**src/rtl/t05_header_serializer_pkg.sv**
```systemverilog
// Shared command/state types and the alignment helper for the header serializer.
package t05_pkg;

    typedef enum logic [1:0] {
        CMD_LEAF = 2'd0,
        CMD_BACK = 2'd1,
        CMD_END  = 2'd2
    } hdr_cmd_t;

    typedef enum logic [2:0] {
        ST_IDLE = 3'd0,
        ST_PATH = 3'd1,
        ST_MARK = 3'd2,
        ST_CHAR = 3'd3,
        ST_ZERO = 3'd4,
        ST_PAD  = 3'd5,
        ST_DONE = 3'd6
    } hdr_state_t;

    // align is a power of two, so a mask test replaces the modulo.
    function automatic logic is_aligned(input logic [31:0] cnt, input int align);
        return (cnt & 32'(align - 1)) == 32'd0;
    endfunction

endpackage

```
**src/rtl/t05_header_serializer_if.sv**
```systemverilog
// Command and bit-stream handshake bundle between tree-walk FSM, serializer and bit writer.
interface t05_hdr_if
    import t05_pkg::*;
#(
    parameter int CHAR_W = 8,
    parameter int PATH_W = 128,
    parameter int CNT_W  = 16
) ();
    localparam int LEN_W = $clog2(PATH_W + 1);

    logic              cmd_valid;
    logic              cmd_ready;
    hdr_cmd_t          cmd_type;
    logic [CHAR_W-1:0] cmd_char;
    logic [PATH_W-1:0] cmd_path;
    logic [LEN_W-1:0]  cmd_path_len;
    logic              bit_valid;
    logic              bit_ready;
    logic              bit_out;
    logic [CNT_W-1:0]  hdr_bits;
    logic              done;

    modport master (
        output cmd_valid, cmd_type, cmd_char, cmd_path, cmd_path_len, bit_ready,
        input  cmd_ready, bit_valid, bit_out, hdr_bits, done
    );

    modport slave (
        input  cmd_valid, cmd_type, cmd_char, cmd_path, cmd_path_len, bit_ready,
        output cmd_ready, bit_valid, bit_out, hdr_bits, done
    );
endinterface

```
**src/rtl/t05_header_serializer_hdr_shift.sv**
```systemverilog
// Loadable MSB-first bit source with its own index; nxt_o is the bit that is current after this edge.
module t05_hdr_shift #(
    parameter int W = 8
) (
    input  logic                   clk,
    input  logic                   rst,
    input  logic                   load_i,
    input  logic                   shift_i,
    input  logic [W-1:0]           data_i,
    input  logic [$clog2(W+1)-1:0] len_i,
    output logic                   nxt_o,
    output logic                   last_o
);
    localparam int IDX_W = (W > 1) ? $clog2(W) : 1;

    logic [W-1:0]     data_q, data_d;
    logic [IDX_W-1:0] idx_q, idx_d;
    logic [IDX_W-1:0] load_idx;

    assign load_idx = IDX_W'(len_i - 1'b1);

    always_comb begin
        data_d = data_q;
        idx_d  = idx_q;
        if (load_i) begin
            data_d = data_i;
            idx_d  = load_idx;
        end else if (shift_i) begin
            idx_d = idx_q - 1'b1;
        end
    end

    // Lookahead lets the parent register bit_out in the same cycle the index moves.
    assign nxt_o  = data_d[idx_d];
    assign last_o = (idx_q == '0);

    always_ff @(posedge clk) begin
        if (rst) begin
            data_q <= '0;
            idx_q  <= '0;
        end else begin
            data_q <= data_d;
            idx_q  <= idx_d;
        end
    end

endmodule

```
**src/rtl/t05_header_serializer.sv**
```systemverilog
// Header serializer: tree-walk commands in, registered header bitstream out.
// state | meaning: IDLE wait cmd | PATH first-leaf path | MARK leaf '1' | CHAR code | ZERO backtrack | PAD align | DONE end pulse
module t05_header_serializer
    import t05_pkg::*;
#(
    parameter int CHAR_W = 8,
    parameter int PATH_W = 128,
    parameter int ALIGN  = 8,
    parameter int CNT_W  = 16
) (
    input  logic     clk,
    input  logic     rst,
    t05_hdr_if.slave bus
);
    localparam int PLEN_W = $clog2(PATH_W + 1);
    localparam int CLEN_W = $clog2(CHAR_W + 1);
    localparam logic [CNT_W-1:0] CNT_MAX = {CNT_W{1'b1}};

    hdr_state_t       state_q;
    logic             bit_valid_q;
    logic             bit_out_q;
    logic             done_q;
    logic             first_q;
    logic [CNT_W-1:0] hdr_bits_q;

    logic              accept;
    logic              xfer;
    logic              leaf_load;
    logic              path_shift;
    logic              char_shift;
    logic              path_nxt;
    logic              path_last;
    logic              char_nxt;
    logic              char_last;
    logic [PLEN_W-1:0] path_len_c;
    logic [CNT_W-1:0]  hdr_inc;

    assign bus.cmd_ready = (state_q == ST_IDLE) && !rst;
    assign bus.bit_valid = bit_valid_q;
    assign bus.bit_out   = bit_out_q;
    assign bus.hdr_bits  = hdr_bits_q;
    assign bus.done      = done_q;

    assign accept     = bus.cmd_valid && bus.cmd_ready;
    assign xfer       = bit_valid_q && bus.bit_ready;
    assign leaf_load  = accept && (bus.cmd_type == CMD_LEAF);
    assign path_shift = xfer && (state_q == ST_PATH);
    assign char_shift = xfer && (state_q == ST_CHAR);
    assign path_len_c = (bus.cmd_path_len > PLEN_W'(PATH_W)) ? PLEN_W'(PATH_W) : bus.cmd_path_len;
    assign hdr_inc    = (hdr_bits_q == CNT_MAX) ? hdr_bits_q : hdr_bits_q + 1'b1;

    t05_hdr_shift #(.W(PATH_W)) u_path (
        .clk     (clk),
        .rst     (rst),
        .load_i  (leaf_load),
        .shift_i (path_shift),
        .data_i  (bus.cmd_path),
        .len_i   (path_len_c),
        .nxt_o   (path_nxt),
        .last_o  (path_last)
    );

    t05_hdr_shift #(.W(CHAR_W)) u_char (
        .clk     (clk),
        .rst     (rst),
        .load_i  (leaf_load),
        .shift_i (char_shift),
        .data_i  (bus.cmd_char),
        .len_i   (CLEN_W'(CHAR_W)),
        .nxt_o   (char_nxt),
        .last_o  (char_last)
    );

    always_ff @(posedge clk) begin
        if (rst) begin
            state_q     <= ST_IDLE;
            bit_valid_q <= 1'b0;
            bit_out_q   <= 1'b0;
            done_q      <= 1'b0;
            first_q     <= 1'b1;
            hdr_bits_q  <= '0;
        end else begin
            done_q <= 1'b0;
            if (xfer) begin
                hdr_bits_q <= hdr_inc;
            end

            case (state_q)
                ST_IDLE: begin
                    if (accept) begin
                        case (bus.cmd_type)
                            CMD_LEAF: begin
                                first_q     <= 1'b0;
                                bit_valid_q <= 1'b1;
                                if (first_q && (path_len_c != '0)) begin
                                    state_q   <= ST_PATH;
                                    bit_out_q <= path_nxt;
                                end else begin
                                    state_q   <= ST_MARK;
                                    bit_out_q <= 1'b1;
                                end
                            end
                            CMD_BACK: begin
                                state_q     <= ST_ZERO;
                                bit_valid_q <= 1'b1;
                                bit_out_q   <= 1'b0;
                            end
                            CMD_END: begin
                                if (is_aligned(32'(hdr_bits_q), ALIGN)) begin
                                    state_q <= ST_DONE;
                                    done_q  <= 1'b1;
                                end else begin
                                    state_q     <= ST_PAD;
                                    bit_valid_q <= 1'b1;
                                    bit_out_q   <= 1'b0;
                                end
                            end
                            default: ;
                        endcase
                    end
                end
                ST_PATH: begin
                    if (xfer) begin
                        if (path_last) begin
                            state_q   <= ST_MARK;
                            bit_out_q <= 1'b1;
                        end else begin
                            bit_out_q <= path_nxt;
                        end
                    end
                end
                ST_MARK: begin
                    if (xfer) begin
                        state_q   <= ST_CHAR;
                        bit_out_q <= char_nxt;
                    end
                end
                ST_CHAR: begin
                    if (xfer) begin
                        if (char_last) begin
                            state_q     <= ST_IDLE;
                            bit_valid_q <= 1'b0;
                            bit_out_q   <= 1'b0;
                        end else begin
                            bit_out_q <= char_nxt;
                        end
                    end
                end
                ST_ZERO: begin
                    if (xfer) begin
                        state_q     <= ST_IDLE;
                        bit_valid_q <= 1'b0;
                    end
                end
                ST_PAD: begin
                    // A saturated count is used as-is for the alignment test.
                    if (xfer && is_aligned(32'(hdr_inc), ALIGN)) begin
                        state_q     <= ST_DONE;
                        bit_valid_q <= 1'b0;
                        done_q      <= 1'b1;
                    end
                end
                ST_DONE: begin
                    state_q    <= ST_IDLE;
                    hdr_bits_q <= '0;
                    first_q    <= 1'b1;
                end
                default: begin
                    state_q     <= ST_IDLE;
                    bit_valid_q <= 1'b0;
                end
            endcase
        end
    end

endmodule

```
**src/flat_wrapper.sv**
```systemverilog
// flat-port wrapper written by rule: the top's interface ports become plain ports
module t05_header_serializer_flat import t05_pkg::*;
#(
    parameter int CHAR_W = 8,
    parameter int PATH_W = 128,
    parameter int ALIGN  = 8,
    parameter int CNT_W  = 16
)
  (clk, rst, bus_cmd_valid, bus_cmd_type, bus_cmd_char, bus_cmd_path, bus_cmd_path_len, bus_bit_ready, bus_cmd_ready, bus_bit_valid, bus_bit_out, bus_hdr_bits, bus_done);
  t05_hdr_if #(.CHAR_W(CHAR_W), .PATH_W(PATH_W), .CNT_W(CNT_W)) bus_i ();
  input  logic clk;
  input  logic rst;
  input wire logic [$bits(bus_i.cmd_valid)-1:0] bus_cmd_valid;
  input wire logic [$bits(bus_i.cmd_type)-1:0] bus_cmd_type;
  input wire logic [$bits(bus_i.cmd_char)-1:0] bus_cmd_char;
  input wire logic [$bits(bus_i.cmd_path)-1:0] bus_cmd_path;
  input wire logic [$bits(bus_i.cmd_path_len)-1:0] bus_cmd_path_len;
  input wire logic [$bits(bus_i.bit_ready)-1:0] bus_bit_ready;
  output wire logic [$bits(bus_i.cmd_ready)-1:0] bus_cmd_ready;
  output wire logic [$bits(bus_i.bit_valid)-1:0] bus_bit_valid;
  output wire logic [$bits(bus_i.bit_out)-1:0] bus_bit_out;
  output wire logic [$bits(bus_i.hdr_bits)-1:0] bus_hdr_bits;
  output wire logic [$bits(bus_i.done)-1:0] bus_done;
  assign bus_i.cmd_valid = bus_cmd_valid;
  assign bus_i.cmd_type = bus_cmd_type;
  assign bus_i.cmd_char = bus_cmd_char;
  assign bus_i.cmd_path = bus_cmd_path;
  assign bus_i.cmd_path_len = bus_cmd_path_len;
  assign bus_i.bit_ready = bus_bit_ready;
  assign bus_cmd_ready = bus_i.cmd_ready;
  assign bus_bit_valid = bus_i.bit_valid;
  assign bus_bit_out = bus_i.bit_out;
  assign bus_hdr_bits = bus_i.hdr_bits;
  assign bus_done = bus_i.done;
  t05_header_serializer #(.CHAR_W(CHAR_W), .PATH_W(PATH_W), .ALIGN(ALIGN), .CNT_W(CNT_W)) u_core (.clk(clk), .rst(rst), .bus(bus_i));
endmodule
```
**config.mk**
```make
export PLATFORM = sky130hd
export DESIGN_NAME = t05_header_serializer_flat
export DESIGN_NICKNAME = d
export VERILOG_FILES = /design/src/rtl/t05_header_serializer_pkg.sv /design/src/rtl/t05_header_serializer_if.sv /design/src/rtl/t05_header_serializer_hdr_shift.sv /design/src/rtl/t05_header_serializer.sv /design/src/flat_wrapper.sv
export SDC_FILE = /design/constraint.sdc
export NUM_CORES = 1
export LEC_CHECK = 0
export ABC_CLOCK_PERIOD_IN_PS = 9700
export CAP_MARGIN = 0
export CORE_UTILIZATION = 58
export DETAILED_ROUTE_END_ITERATION = 10
export GPL_TIMING_DRIVEN = 0
export PLACE_DENSITY = 0.85
export SLEW_MARGIN = 10
export SYNTH_ARGS = -nofsm -noshare
export SYNTH_HDL_FRONTEND = slang
export SYNTH_SLANG_ARGS = --single-unit
```
**constraint.sdc**
```tcl
create_clock -name clk -period 9.7 [get_ports clk]
set_clock_uncertainty 0.1 [all_clocks]
set_input_delay 1.94 -clock clk [delete_from_list [all_inputs] [get_ports clk]]
set_output_delay 1.94 -clock clk [all_outputs]
set_load 0.02 [all_outputs]
```
==> results of run 1 <==
[power groups by stage]
stage                     Combinational, µW  Clock (µW)  Sequential, µW
after floorplan                         358           0             774
after global placement                  579           0             774
after detailed placement                587           0             775
after CTS                               593         753             760
after global routing                    650         784             765
final                                   617         760             761
[worst max path at each step]
stage	depth (start not counted)	to	startpoint
floorplan	13	u_core.bus.bit_out	bus_cmd_path_len[0]
global placement	14	u_core.bus.bit_out	bus_cmd_path_len[7]
detailed placement	14	u_core.bus.bit_out	bus_cmd_path_len[7]
CTS	14	u_core.bus.bit_out	bus_cmd_path_len[7]
global route	14	u_core.bus.bit_out	bus_cmd_path_len[7]
finish	14	u_core.bus.bit_out	bus_cmd_path_len[7]
[routing by layer]
layer | vias up | wire length (µm) | share of wire (%) | GRT usage, %
met2 | 872 | 14400 | 43 | 64.0
li1 | 4765 | - | - | -
met4 | 0 | 2390 | 7.1 | 26.9
met3 | 238 | 4780 | 14 | 11.8
met5 | - | 0 | 0 | 0
met1 | 4835 | 12300 | 36 | 49.0
[through the flow]
stage | instances | hold WS, ns | instance area, µm² | util, %
6_report | 1657 | 0.353 | 12000 | 75.7
2_1_floorplan | 1241 | 0.327 | 9420 | -
5_1_grt | 1657 | 0.371 | 12000 | 75.7
3_3_place_gp | 1626 | 0.334 | 11400 | 71.6
4_1_cts | 1657 | 0.353 | 12000 | 75.7
3_5_place_dp | 1626 | 0.344 | 11400 | 71.6
[worst min-delay path: cells and delay by family, from the launching register on]
family / cells / cell delay (ns)
AND/OR/NAND/NOR: 1 / 0.05
AO/OA/AOI/OAI: 1 / 0.05
flip-flops: 1 / 0.31
[area by class of cell]
| class | instances | area, µm² |
|---|---|---|
| flip-flops and latches | 169 | 3380 |
| well taps | 216 | 270 |
| clock inverters | 11 | 180 |
| inverters | 20 | 75.1 |
| fillers | 1233 | 3860 |
| plain buffers | 100 | 489 |
| clock buffers | 20 | 467 |
| multi-input cells | 952 | 5470 |
| repair buffers | 169 | 1690 |
[layout by cell type (no fill, tap or decap), types with 8 or more instances in the layout]
cell             synthesis  final
clkbuf_1                52     52
nor2b_1                  9      9
a311oi_1                 9      9
mux2i_1                 41     41
mux2_2                  23     23
buf_4                    8      8
and2_1                   8      8
nand2_1                338    338
nor2_1                  44     44
buf_2                   31     31
nand3_1                 26     26
dfxtp_1                169    169
inv_1                   19     19
nand4_1                  8      8
and3_1                  21     21
nor4_1                   8      8
clkdlybuf4s50_1          0    169
o21ai_0                 33     33
nor3_1                  13     13
a21oi_1                161    161
ha_1                     9      9
xor2_1                  12     12
clkbuf_16                0     17
a31oi_1                 21     21
or3_1                   14     14
a211oi_1                38     38
[flip-flops by register name, indices dropped and copies added, names as in the netlist]
signal	count
u_core.bus.done	1
u_core.u_path.idx_q	7
u_core.bus.bit_out	1
u_core.u_char.idx_q	3
u_core.u_path.data_q	128
u_core.u_char.data_q	8
u_core.bus.hdr_bits	16
u_core.bus.bit_valid	1
u_core.first_q	1
u_core.state_q	3
[synth_stat cells, types with 5 or more instances]
library cell / n
a211oi_1: 38
a21o_1: 5
a21oi_1: 161
a311oi_1: 9
a31oi_1: 21
and2_1: 8
and3_1: 21
and4_1: 5
buf_2: 31
buf_4: 8
buf_6: 6
clkbuf_1: 52
dfxtp_1: 169
ha_1: 9
inv_1: 19
mux2_2: 23
mux2i_1: 41
nand2_1: 338
nand3_1: 26
nand4_1: 8
nor2_1: 44
nor2b_1: 9
nor3_1: 13
nor4_1: 8
o211ai_1: 6
o21ai_0: 33
o311ai_0: 7
o31ai_1: 5
or3_1: 14
xnor2_1: 5
xor2_1: 12
[kinds of logic (layout without fill, tap and decap cells)]
| kind of cell | count (synthesis) | in the layout | synth area share [%] |
|---|---|---|---|
| compound gates | 339 | 339 | 22.7 |
| xor+xnor | 17 | 17 | 1.58 |
| flops | 169 | 169 | 35.9 |
| fa+ha+maj | 9 | 9 | 1.20 |
| simple gates | 519 | 519 | 24.6 |
| buf+inv | 120 | 320 | 5.99 |
| mux | 68 | 68 | 8.06 |
==> out/qor.csv, run 1 <==
metric,value,unit
Synth Flop Type,dfxtp_1,
Max H-tree Level,4,
wire per inst,20.4,µm
number of global-route vias before repair,9956,
clock share of power,35.6,%
"EDFF count, synth",0,
core box area,0.0159,mm²
f_max,162,MHz
total wire length,33800,µm
period utilisation layout,63.5,%
cts bufs inserted,17,
drt first pass iters,8,
"Setup Fix Bufs, Post-CTS",0,
CTS Buffer Depth,2,
asr flop ratio synth,0,%
worst reg2reg path depth,11,
area delta synth->final,27.7,%
post-route ant nets,0,
Detailed Route Iter0 Violations,1337,
# IOs,170,
register bit total from synthesis,169,
setup violators final,0,
crit-path cells,clkdlybuf4s50_1 > nor2b_1 > buf_2 > inv_1 > ha_1 > buf_2 > buf_1 > buf_2 > mux2i_1 > a211oi_1 > a31oi_1 > a311oi_1 > o211ai_1 > a31oi_1,
Seq pwr share,35.6,%
Site Rows,46,
clock slew at reported path FFs,0.07,ns
register area share after synthesis,35.9,%
Worst Path Arrival,6.42,ns
max_cap viols,0,
"Power, Total",2140,µW
P_sw,711,µW
Ant. Diodes,0,
"Req. time, crit path",9.96,ns
CP max FO,10,
Post-Syn Instances,1241,
Startpoint Class,primary input,
Yosys top cell area share,35.9,%
Initial Util,59.3,%
Hold Crit Endpoint,u_core.u_path.data_q[11],
Leak,0.00432,µW
share of cells above drive strength 1,8.40,%
RR Startpoint,u_core.state_q[2],
Final WS setup,3.54,ns
Int Pwr,1430,µW
Post-CTS Hold Fix Bufs,0,
vias per cell,6.46,
r2r setup slk,6.05,ns
Post-CTS Resized,0,
pre-CTS setup slack,3.37,ns
status,"complete, no violations",
TNS Setup,0,ns
hold-critical path depth,2,
first-pass GRT wire length,51400,µm
Ys Warns,0,
die area,0.0168,mm²
hpwl dp,23700,µm
initial antenna violation count,0,
CP dominant cell by count,buf_2,
CP max-delay cell,buf_1,
critical path capture point type,flop,
P per Cell Area,178,mW/mm²
RePlAce Congestion,1.02,
mapped cell area,0.00942,mm²
CTS sink cnt,169,
Die X-Extent,129,µm
Final Hold Fails,0,
Vert. Die Dim,129,µm
crit path buf inv count,6,
routed via count,10700,
Final nets,1588,
CTS tree,yes,
Switching Fraction,33.2,%
FF-to-FF End,u_core.bus.bit_out,
Logic pwr share,28.8,%
"Largest delay share family, worst path",buffers and inverters,
Post-route DRC,0,
syn_nets,1400,
worst-skew pair later-pin latency,0.45,ns
Rel. slew slack,26.5,%
CP max stage delay,0.74,ns
global route overflow,0,
CTS root buffer,clkbuf_16,
crit path kind,primary input to flop,
HP Start,u_core.u_path.data_q[11],
largest net degree at the start of global routing,17,
Port Buffers,169,
worst-margin pin slew,1.10,ns
Yosys top cell by area,dfxtp_1,
Hold Path Class,flop to flop,
post-synthesis cell type count,74,
total global-route track usage,40.9,%
final max-slew violation count,0,
VDD IR max,157,µV
"top cells by area, synth","dfxtp_1, nand2_1, a21oi_1, mux2i_1, a211oi_1",
Final Critical Period,6.16,ns
setup repair after global routing missed its margin,no,
Post-Synthesis Mean Instance Area,7.59,µm²
No activity file was read; power rests on OpenSTA's default activity.
==> run 2: changes to the inputs <==
--- a/config.mk
+++ b/config.mk
@@ -5,12 +5,12 @@
 export SDC_FILE = /design/constraint.sdc
 export NUM_CORES = 1
 export LEC_CHECK = 0
-export ABC_CLOCK_PERIOD_IN_PS = 9700
+export ABC_CLOCK_PERIOD_IN_PS = 6000
 export CAP_MARGIN = 0
-export CORE_UTILIZATION = 58
+export CORE_UTILIZATION = 53
 export DETAILED_ROUTE_END_ITERATION = 10
 export GPL_TIMING_DRIVEN = 0
-export PLACE_DENSITY = 0.85
+export PLACE_DENSITY = 0.78
 export SLEW_MARGIN = 10
 export SYNTH_ARGS = -nofsm -noshare
 export SYNTH_HDL_FRONTEND = slang
==> constraint.sdc (replaced) <==
create_clock -name clk -period 6 [get_ports clk]
set_clock_uncertainty 0.1 [all_clocks]
set_input_delay 1.2 -clock clk [delete_from_list [all_inputs] [get_ports clk]]
set_output_delay 1.2 -clock clk [all_outputs]
set_load 0.02 [all_outputs]
==> run 2 against run 1 <==
Effect of this change: register-to-register slack worse by 3.9 ns; clock-buffer cell count is 2 lower; utilization is 6.6 points lower; die area is 9.3% higher; clock power is 42% higher; flip-flop and latch count stayed put; via count is 3.0% lower; cell count is 0.54% higher; non-clock buffer count stayed put; global-route usage is 2.4 points lower; sequential power is 62% higher; critical endpoint unchanged; largest cell class unchanged; largest power group unchanged.
==> out/qor.csv, run 2 (synthesis results as in run 1) <==
metric,value,unit
status,"complete, no violations",
largest net degree at the start of global routing,18,
number of global-route vias before repair,9461,
drt first pass iters,6,
# IOs,170,
CTS tree,yes,
Logic pwr share,30.3,%
CP dominant cell by count,buf_2,
Port Buffers,169,
crit path kind,primary input to flop,
max_cap viols,0,
CTS sink cnt,169,
Post-route DRC,0,
RePlAce Congestion,0.992,
fillcell total,1515,
Reg area,0.00338,mm²
period utilisation layout,90.2,%
met2 usage,59.6,%
Site Rows,48,
wire per inst,20.9,µm
Leak,0.00429,µW
VDD IR max,216,µV
P per Cell Area,278,mW/mm²
Max H-tree Level,4,
f_max,185,MHz
Worst Path Arrival,5.66,ns
"Power, Total",3320,µW
fin cells,1666,
Final Cell Area,0.0120,mm²
r2r setup slk,2.14,ns
Die X-Extent,135,µm
Initial Util,54.4,%
"Setup Fix Bufs, Post-CTS",0,
hpwl dp,24900,µm
CTS Buffer Depth,2,
Switching Fraction,35.8,%
final max-slew violation count,0,
vias per cell,6.24,
Int Pwr,2130,µW
TNS Setup,0,ns
"Req. time, crit path",6.24,ns
CP max stage delay,0.76,ns
Post-CTS Resized,0,
worst-margin pin slew,1.13,ns
Hold Path Class,flop to flop,
GR peak layer,met2,
share of cells above drive strength 1,8.40,%
Post-CTS Hold Fix Bufs,0,
Final Hold Fails,0,
CTS root buffer,clkbuf_16,
critical path capture point type,flop,
"Largest delay share family, worst path",buffers and inverters,
total global-route track usage,38.5,%
Rel. slew slack,24.6,%
die area,0.0183,mm²
routed via count,10400,
Seq pwr share,37.0,%
met3 usage in global routing,9.28,%
clock share of power,32.6,%
Worst Setup SP,bus_cmd_path_len[7],
Post-Place Cells,1635,
first-pass GRT wire length,52800,µm
clock slew at reported path FFs,0.07,ns
"commonest cells after routing, fill and taps aside","nand2_1, clkdlybuf4s50_1, dfxtp_1, a21oi_1, clkbuf_1",
crit path buf inv count,6,
Final Critical Period,5.41,ns
Top reg by flops,u_core.u_path.data_q,
CP max-delay cell,buf_1,
Ant. Diodes,0,
CP max FO,10,
max FFs per register,128,
P_sw,1190,µW
"commonest non-fill, non-tap cell in the layout",nand2_1,
HP Start,u_core.u_path.data_q[18],
global route overflow,0,
met1 usage,49.3,%
Vert. Die Dim,135,µm
Final nets,1588,
initial antenna violation count,1,
RR Startpoint,u_core.state_q[2],
worst-skew pair later-pin latency,0.45,ns
crit-path cells,clkdlybuf4s50_1 > nor2b_1 > buf_2 > inv_1 > ha_1 > buf_2 > buf_1 > buf_2 > mux2i_1 > a211oi_1 > a31oi_1 > a311oi_1 > o211ai_1 > a31oi_1,
cts bufs inserted,17,
total wire length,34800,µm
setup violators final,0,
area of the multi-input gates,0.00547,mm²
area delta synth->final,27.0,%
dpl cell area,0.0114,mm²
post-route ant nets,0,
Detailed Route Iter0 Violations,1276,
core box area,0.0173,mm²
setup repair after global routing missed its margin,no,
Startpoint Class,primary input,
[run 2: layout make-up]
class | count | share of cell area, %
plain buffers | 100 | 4.09
clock buffers | 18 | 3.67
clock inverters | 13 | 1.08
inverters | 20 | 0.628
multi-input cells | 952 | 45.7
flip-flops and latches | 169 | 28.3
well taps | 225 | 2.35
repair buffers | 169 | 14.1
[run 2: path summary, 6_finish.rpt]
kind                                            endpoint  cells after the start
worst max-delay path                  u_core.bus.bit_out                     14
worst min-delay path            u_core.u_path.data_q[18]                      2
worst max register to register        u_core.bus.bit_out                     10
worst min register to register  u_core.u_path.data_q[18]                      2
[run 2: tightest hold or removal path, stage by stage, from the launching register on]
cell and delay [ns]:
dfxtp_1 0.31, nand2_1 0.05, a21oi_1 0.05
[run 2: power by group through the flow]
stage                     sequential [µW]  clock, µW  combinational [µW]
after global placement               1250          0                 962
final                                1230       1080                1010
after CTS                            1230       1080                 973
after detailed placement             1250          0                 967
after global routing                 1240       1130                1060
after floorplan                      1250          0                 578
[run 2: routing by layer]
metal	vias to the layer above	routed length, µm
li1	4760	-
met1	4775	13400
met2	711	15200
met3	142	4280
met4	0	1900
met5	-	0
[run 2: through the flow]
stage               setup WS [ns]  hold WS [ns]  util (%)
finish                      0.585         0.355      69.1
global route                0.555         0.369      69.1
CTS                         0.808         0.353      69.1
detailed placement          0.429         0.343      65.9
global placement            0.397         0.335      65.9
floorplan                    2.25         0.327         -
